### src/rtl/padlock_entry_ctrl.sv
// padlock_entry_ctrl: keypad entry sequencer for the combination padlock.
// Tracks digit entry against the stored code, counts failed attempts,
// enforces a timed lockout and allows re-programming from UNLOCKED.
module padlock_entry_ctrl #(
  parameter int CODE_LEN       = 4,
  parameter int DIGIT_W        = 3,
  parameter int MAX_TRIES      = 3,
  parameter int LOCKOUT_CYCLES = 1000,
  parameter logic [CODE_LEN*DIGIT_W-1:0] DEFAULT_CODE = 12'h8D1
) (
  input  logic                             clk,
  input  logic                             rst,
  input  logic [DIGIT_W-1:0]               digit,
  input  logic                             digit_valid,
  input  logic                             enter,
  input  logic                             clear,
  input  logic                             lock_req,
  input  logic                             prog_req,
  output logic                             unlocked,
  output logic                             prog_mode,
  output logic                             lockout,
  output logic                             err_pulse,
  output logic                             prog_done,
  output logic [$clog2(MAX_TRIES+1)-1:0]   tries_left
);

  localparam int CNT_W  = $clog2(CODE_LEN + 1);
  localparam int TRY_W  = $clog2(MAX_TRIES + 1);
  localparam int TMR_W  = $clog2(LOCKOUT_CYCLES + 1);
  localparam int CODE_W = CODE_LEN * DIGIT_W;

  typedef enum logic [1:0] {
    S_LOCKED,
    S_UNLOCKED,
    S_PROG,
    S_LOCKOUT
  } state_t;

  state_t              state_q, state_n;
  logic [CNT_W-1:0]    cnt_q, cnt_n;
  logic                mis_q, mis_n;
  logic [CODE_W-1:0]   code_q, code_n;
  logic [CODE_W-1:0]   shadow_q, shadow_n;
  logic [TRY_W-1:0]    tries_q, tries_n;
  logic [TMR_W-1:0]    timer_q, timer_n;
  logic                err_n, done_n;
  logic [DIGIT_W-1:0]  cur_dig;
  logic                full;

  assign tries_left = tries_q;

  // Next-state, entry tracking and pulse generation; clear > enter > digit_valid.
  always_comb begin
    state_n  = state_q;
    cnt_n    = cnt_q;
    mis_n    = mis_q;
    code_n   = code_q;
    shadow_n = shadow_q;
    tries_n  = tries_q;
    timer_n  = timer_q;
    err_n    = 1'b0;
    done_n   = 1'b0;
    cur_dig  = '0;
    full     = (cnt_q == CNT_W'(CODE_LEN));

    for (int unsigned i = 0; i < CODE_LEN; i++) begin
      if (cnt_q == CNT_W'(i)) cur_dig = code_q[i*DIGIT_W +: DIGIT_W];
    end

    case (state_q)
      S_LOCKED: begin
        if (clear) begin
          cnt_n = '0;
          mis_n = 1'b0;
        end else if (enter) begin
          // An empty entry is not an attempt: no error, no try consumed.
          if (cnt_q != '0) begin
            cnt_n = '0;
            mis_n = 1'b0;
            if (full && !mis_q) begin
              state_n = S_UNLOCKED;
              tries_n = TRY_W'(MAX_TRIES);
            end else begin
              err_n   = 1'b1;
              tries_n = tries_q - TRY_W'(1);
              if (tries_q == TRY_W'(1)) begin
                state_n = S_LOCKOUT;
                timer_n = TMR_W'(LOCKOUT_CYCLES - 1);
              end
            end
          end
        end else if (digit_valid) begin
          if (full) begin
            mis_n = 1'b1;
          end else begin
            if (digit != cur_dig) mis_n = 1'b1;
            cnt_n = cnt_q + CNT_W'(1);
          end
        end
      end

      S_UNLOCKED: begin
        if (lock_req) begin
          state_n = S_LOCKED;
        end else if (prog_req) begin
          state_n  = S_PROG;
          cnt_n    = '0;
          mis_n    = 1'b0;
          shadow_n = '0;
        end
      end

      S_PROG: begin
        if (lock_req) begin
          state_n  = S_LOCKED;
          cnt_n    = '0;
          mis_n    = 1'b0;
          shadow_n = '0;
        end else if (clear) begin
          cnt_n = '0;
          mis_n = 1'b0;
        end else if (enter) begin
          if (full && !mis_q) begin
            code_n  = shadow_q;
            done_n  = 1'b1;
            state_n = S_UNLOCKED;
          end else begin
            err_n = 1'b1;
          end
          cnt_n    = '0;
          mis_n    = 1'b0;
          shadow_n = '0;
        end else if (digit_valid) begin
          if (full) begin
            mis_n = 1'b1;
          end else begin
            for (int unsigned i = 0; i < CODE_LEN; i++) begin
              if (cnt_q == CNT_W'(i)) shadow_n[i*DIGIT_W +: DIGIT_W] = digit;
            end
            cnt_n = cnt_q + CNT_W'(1);
          end
        end
      end

      S_LOCKOUT: begin
        // Timer is loaded with LOCKOUT_CYCLES-1 so the state lasts exactly LOCKOUT_CYCLES.
        if (timer_q == '0) begin
          state_n = S_LOCKED;
          tries_n = TRY_W'(MAX_TRIES);
          cnt_n   = '0;
          mis_n   = 1'b0;
        end else begin
          timer_n = timer_q - TMR_W'(1);
        end
      end

      default: state_n = S_LOCKED;
    endcase
  end

  // State, datapath and registered outputs.
  always_ff @(posedge clk) begin
    if (rst) begin
      state_q   <= S_LOCKED;
      cnt_q     <= '0;
      mis_q     <= 1'b0;
      code_q    <= DEFAULT_CODE;
      shadow_q  <= '0;
      tries_q   <= TRY_W'(MAX_TRIES);
      timer_q   <= '0;
      unlocked  <= 1'b0;
      prog_mode <= 1'b0;
      lockout   <= 1'b0;
      err_pulse <= 1'b0;
      prog_done <= 1'b0;
    end else begin
      state_q   <= state_n;
      cnt_q     <= cnt_n;
      mis_q     <= mis_n;
      code_q    <= code_n;
      shadow_q  <= shadow_n;
      tries_q   <= tries_n;
      timer_q   <= timer_n;
      unlocked  <= (state_n == S_UNLOCKED) || (state_n == S_PROG);
      prog_mode <= (state_n == S_PROG);
      lockout   <= (state_n == S_LOCKOUT);
      err_pulse <= err_n;
      prog_done <= done_n;
    end
  end

endmodule

### config.mk
export PLATFORM = sky130hd
export DESIGN_NAME = padlock_entry_ctrl
export DESIGN_NICKNAME = d
export VERILOG_FILES = /design/src/rtl/padlock_entry_ctrl.sv
export SDC_FILE = /design/constraint.sdc
export NUM_CORES = 1
export LEC_CHECK = 0
export ABC_AREA = 1
export BUFFER_PORTS_ARGS = -buffer_cell sky130_fd_sc_hd__buf_4
export CORE_MARGIN = 3
export CORE_UTILIZATION = 51
export DETAILED_ROUTE_END_ITERATION = 16
export PLACE_DENSITY = 0.69
export SLEW_MARGIN = 30
export SYNTH_ARGS = -nofsm -noshare
export SYNTH_HDL_FRONTEND = slang
export SYNTH_SLANG_ARGS = --single-unit
### constraint.sdc
create_clock -name clk -period 3.4 [get_ports clk]
set_input_delay 0.34 -clock clk [delete_from_list [all_inputs] [get_ports clk]]
set_output_delay 0.34 -clock clk [all_outputs]
set_load 0.02 [all_outputs]
==> impl_metrics.yaml, run 1 <==
floorplan:
  floorplan.die_area_sq_um: 5910
  die_h_microns: 76.9
  die_x_microns: 76.9
  start_util_pct: 53.5
  ioPinCount: 17
  core_area_sq_um: 4790
  fp-row-count: 25
route:
  viasPerCell: 5.13
  dr.pass1.iters: 4
  antenna_left: 0
  drt-wirelength-per-cell_microns: 13.2
  num_vias: 2216
  drt_iter0_drc: 172
  drc: 0
  totalWireLength_microns: 5700
final_layout:
  utilization_pct: 59.4
  n_antenna_cell: 0
  final_nets: 387
  fin_cells: 432
  drive_gt1_share_pct: 12.6
  layout_commonest_cell: "nand2_1"
  layout-area-overhead-vs-synth_pct: 11.1
  most-common-layout-cells: "nand2_1, inv_1, dfxtp_1"
setup_path:
  critPathRequiredTime_ps: 3590
  crit_top_cell: "inv_1"
  startpoint: "cnt_q[0]$_SDFFE_PP0P_"
  crit_arrival_ps: 2800
  reg2reg_depth: 13
  end_kind: "flip-flop"
  critPathLaunchType: "flip-flop"
  r2r-end: "unlocked$_SDFF_PP0_"
  r2r_slack_ps: 790
  cp_max_fo: 14
  crit_path_cell_trace: "inv_1 -> ha_1 -> nand2_2 -> nor2_4 -> inv_2 -> nor3_4 -> inv_2 -> o221ai_1 -> nand2_1 -> inv_1 -> ha_1 -> inv_1 -> nor2_1"
  r2r_start: "cnt_q[0]$_SDFFE_PP0P_"
  path_class: "flip-flop to flip-flop"
  crit_path_max_incr_delay_ps: 410
  slowest_stage: "nor3_4"
cts:
  clock_latency_ps: 300
  htree_levels: 2
  cts_root_buf: "clkbuf_8"
  cts_resized: 0
  numCtsBuffers: 5
  cts_tree: "done"
  clkTransAtPathRegs_ps: 90
  cts_sinks: 47
  cts_max_path_buffers: 2
  post_cts_buffers: 0
  hold_buffers: 0
place:
  hpwlAfterDp_microns: 4030
  place_congestion: 0.893
  place_inst: 424
  numPortBuffers: 16
timing:
  post-route-period-util_pct: 76.8
  hold_viol_final: 0
  drv_slew: 0
  finClkSkew_ps: 7.20
  rsz0062_at_grt: "false"
  slew_headroom_pct: 66.1
  period_minus_slack_ps: 2610
  finalSetupViolCount: 0
  clock.fmax_ghz: 0.383
  fin_setup_tns_ps: 0
  worst_pin_slew_ps: 507
logic_synthesis:
  ys_ff_latch: 47
  synth-xor-area-share_pct: 2.74
  synth_edf_count: 0
  synth_top_family_by_area: "simple AND/OR/NAND/NOR gates"
  synth.area.mux_share_pct: 0
  syn_area_per_cell_sq_um: 7.36
  syn-num-nets: 371
  synth.distinct_cells: 36
  synth_fa_ha_area_share_pct: 6.35
  syn_area_sq_um: 2560
  postSynthCellCount: 348
  synth_compound_area_share_pct: 19.5
  seq_area_frac_synth_pct: 36.8
  yosys_warnings: 0
  synthFlopType: "dfxtp_1"
  synthArstFlopShare_pct: 0
  synthSimpleGateAreaFrac_pct: 23.6
pwr:
  power_density_nw_per_um2: 405
  cellLeakagePower_nw: 1.32
  finalPower_mw: 1.15
  ir_drop_v: 0.000220
hold_path:
  hp-start: "rst"
  whs_endpoint: "timer_q[4]$_SDFFE_PP0P_"
  holdCritPathClass: "input port to flip-flop"
  hold_depth: 2
job:
  drv_cap: 0
global_route:
  antenna_found_initial: 0
  grt_pass1_wl_microns: 9820
  overflow: 0
  grt_pass1_vias: 2093
  grt_max_degree: 27
  grt.total_usage_pct: 20.4
run_status:
  outcome: "completed"
-- report_power, final --
| group | switching (mW) | internal, mW |
|---|---|---|
| Combinational | 0.0653 | 0.0364 |
| Sequential | 0.00577 | 0.557 |
| Clock | 0.193 | 0.294 |
-- sequential cells by signal (all words and copies together), names as in the netlist --
name / count
state_q: 2
unlocked: 1
err_pulse: 1
tries_left: 2
mis_q: 1
prog_done: 1
shadow_q: 12
prog_mode: 1
lockout: 1
code_q: 12
timer_q: 10
cnt_q: 3
-- routing by layer --
metal  global-route usage (%)  wire length [microns]  up-vias
met3                     3.87                    255        7
li1                         -                      -     1157
met2                     28.7                   2330       46
met4                     7.07                     76        0
met5                        0                      0        -
met1                     30.6                   3040     1006
-- cells in the mapped netlist (all sizes together), types with 2 or more instances --
library cell / number / share of area, %
nor2: 45 / 7.7
a31oi: 3 / 0.73
o211ai: 4 / 1.2
o221ai: 2 / 0.68
dfxtp: 47 / 37
nor3: 4 / 1.2
a21oi: 29 / 5.7
nand4: 3 / 0.73
nand2: 63 / 11
o21ai: 34 / 6.6
ha: 13 / 6.4
a211oi: 4 / 1.4
inv: 58 / 8.7
clkbuf: 6 / 0.88
xor2: 7 / 2.4
nand3: 13 / 2.5
o21bai: 2 / 0.59
-- stage by stage --
stage	hold WS, ps	instance area (sq um)	setup WS, ps
detailed placement	448	2710	828
global route	376	2840	492
global placement	449	2710	897
CTS	358	2840	800
floorplan	424	2560	1470
finish	363	2840	789
-- logic make-up (layout without fill, tap and decap cells) --
| family | Yosys count | count (layout) |
|---|---|---|
| xor gates and xnor gates | 8 | 8 |
| AOI/OAI and AO/OA | 84 | 84 |
| adders and majority gates | 13 | 13 |
| and+or+nand+nor | 130 | 130 |
| DFF | 47 | 47 |
| buffers and inverters | 66 | 83 |
-- area by class of cell --
class                      count  area [sq um]
fill                         467          1940
multi-input combinational    235          1340
sequential                    47           941
inverter                      58           223
timing repair buffer          17           128
tap                           67          83.8
clock buffer                   6          72.6
clock inverter                 2          60.1
-- worst max path at each step --
stage,endpoint,slack [ps],cells after the start
3_3_place_gp,unlocked$_SDFF_PP0_,900,13
3_5_place_dp,unlocked$_SDFF_PP0_,830,13
5_1_grt,unlocked$_SDFF_PP0_,490,13
6_report,unlocked$_SDFF_PP0_,790,13
4_1_cts,unlocked$_SDFF_PP0_,800,13
2_1_floorplan,unlocked$_SDFF_PP0_,1470,13
-- worst max-delay path: cells and delay by family (launching register included) --
family,cells,cell delay [ps]
and+or+nand+nor,5,890
buffers and inverters,5,540
adders and majority gates,2,500
DFF,1,350
AOI/OAI and AO/OA,1,200
Power figures use the tool's default switching activity.
==> run 2, diff against run 1 <==
Settings changed: ABC_AREA 1 to 0.
Clock period 3.4 ns to 2.7 ns, I/O delays scaled along.
==> impl_metrics.yaml, run 2 <==
run_status:
  outcome: "completed"
timing:
  clock.fmax_ghz: 0.402
  worst_pin_slew_ps: 602
  post-route-period-util_pct: 92.2
  finalSetupViolCount: 0
  postLayoutSetupSlackWorst_ps: 210
  drv_slew: 0
  fin_setup_tns_ps: 0
  period_minus_slack_ps: 2490
  hold_viol_final: 0
  finClkSkew_ps: 10.3
  slew_headroom_pct: 59.5
  rsz0062_at_grt: "false"
pwr:
  finalPower_mw: 1.39
  cellLeakagePower_nw: 1.14
  ir_drop_v: 0.000293
  power_density_nw_per_um2: 496
cts:
  cts_sinks: 47
  cts_max_path_buffers: 2
  cts_resized: 0
  cts_root_buf: "clkbuf_8"
  numCtsBuffers: 5
  cts_tree: "done"
  clock_latency_ps: 310
  post_cts_buffers: 0
  hold_buffers: 0
  clkTransAtPathRegs_ps: 90
  htree_levels: 2
place:
  place_worst_setup_slack_ps: 258
  hpwlAfterDp_microns: 3870
  numPortBuffers: 16
  place_inst: 369
  place_congestion: 0.844
logic_synthesis:
  yosysMostFrequentCell: "dfxtp_1"
  yosys_warnings: 0
  syn-num-nets: 319
  yosysTopAreaCellShare_pct: 37.7
  synth.distinct_cells: 52
  synthFlopType: "dfxtp_1"
  synth_edf_count: 0
  postSynthCellCount: 296
  synthArstFlopShare_pct: 0
  ys_ff_latch: 47
  yosys.area.top_type: "dfxtp_1"
  syn_area_per_cell_sq_um: 8.43
  synth_area_leaders: "dfxtp_1, ha_1, nand2_1"
  synth_common_cells: "dfxtp_1, nand2_1, a21oi_1"
  syn_area_sq_um: 2490
  seq_area_frac_synth_pct: 37.7
final_layout:
  n_antenna_cell: 0
  drive_gt1_share_pct: 11.9
  utilization_pct: 61.9
  fin_cells: 377
  final_nets: 334
  most-common-layout-cells: "dfxtp_1, nand2_1, a21oi_1"
  layout_commonest_cell: "dfxtp_1"
  top_regs: "code_q (12), shadow_q (12), timer_q (10)"
  layout-area-overhead-vs-synth_pct: 12.6
setup_path:
  critPathRequiredTime_ps: 2940
  end_kind: "flip-flop"
  cp_max_fo: 8
  critPathLaunchType: "flip-flop"
  crit_arrival_ps: 2730
  path_class: "flip-flop to flip-flop"
global_route:
  grt_pass1_vias: 1975
  overflow: 0
  grt.total_usage_pct: 19.7
  grt_pass1_wl_microns: 9290
  antenna_found_initial: 0
  grt_max_degree: 45
route:
  viasPerCell: 5.69
  drc: 0
  totalWireLength_microns: 5570
  drt-wirelength-per-cell_microns: 14.8
  antenna_left: 0
  dr.pass1.iters: 4
  num_vias: 2144
  drt_iter0_drc: 142
floorplan:
  floorplan.die_area_sq_um: 5770
  ioPinCount: 17
  fp-row-count: 24
  start_util_pct: 55.0
  die_h_microns: 75.9
  core_area_sq_um: 4530
  die_x_microns: 75.9
hold_path:
  holdCritPathClass: "input port to flip-flop"
job:
  drv_cap: 0
run 2: cell count changes after synthesis, sizes merged, moves of 6 or more:
cell    previous run  this run
and3               0         6
inv               58        17
mux2i              0        11
nand2             63        36
nand3             13         5
nand3b             1         9
nor2              45        22
nor2b              0        12
o21ai             34         9
run 2: layout make-up:
class	instances	area, sq um
sequential	47	941
timing repair buffer	20	150
fill	411	1730
tap	65	81.3
inverter	17	63.8
clock buffer	5	68.8
clock inverter	3	67.6
multi-input combinational	220	1440
run 2: per-layer routing:
metal	vias up	wire length (microns)	track usage (%)
met1	999	2720	26.6
met2	50	2430	30.4
met4	0	75	6.88
met3	6	346	5.09
li1	1089	-	-
met5	-	0	0
run 2: where the power goes:
part	internal, mW	switching (mW)
Clock	0.369	0.261
Combinational	0.0274	0.0380
Sequential	0.695	0.00171
Total	1.09	0.301
run 2: path summary, 6_finish.rpt:
path,from,endpoint,slack [ps],cells past startpoint
max,cnt_q[0]$_SDFFE_PP0P_,timer_q[9]$_SDFFE_PP0P_,210,7
min,digit[0],shadow_q[9]$_SDFFE_PP0P_,240,3
max reg2reg,cnt_q[0]$_SDFFE_PP0P_,timer_q[9]$_SDFFE_PP0P_,210,7
min reg2reg,shadow_q[8]$_SDFFE_PP0P_,code_q[8]$_SDFFE_PP0P_,450,2
run 2: critical path, stage by stage (launching register included):
cell and delay [ps]:
dfxtp_1 370, inv_1 90, ha_1 280, and3b_1 300
o41ai_4 500, nand4_2 250, or4_1 450, a31oi_1 180
run 2: per-stage QoR:
step	cell area, sq um	hold slack (ps)
after global routing	2810	264
after CTS	2810	237
after detailed placement	2670	445
final	2810	239
after global placement	2670	439
after floorplan	2490	424
run 2: cell families (layout without fill, tap and decap cells):
logic type | count (synthesis) | count (layout) | synth area share [%]
AOI/OAI and AO/OA | 71 | 71 | 19.3
xor gates and xnor gates | 2 | 2 | 0.702
adders and majority gates | 13 | 13 | 6.52
buffers and inverters | 29 | 45 | 4.71
DFF | 47 | 47 | 37.7
muxes | 11 | 11 | 4.41
and+or+nand+nor | 123 | 123 | 26.6
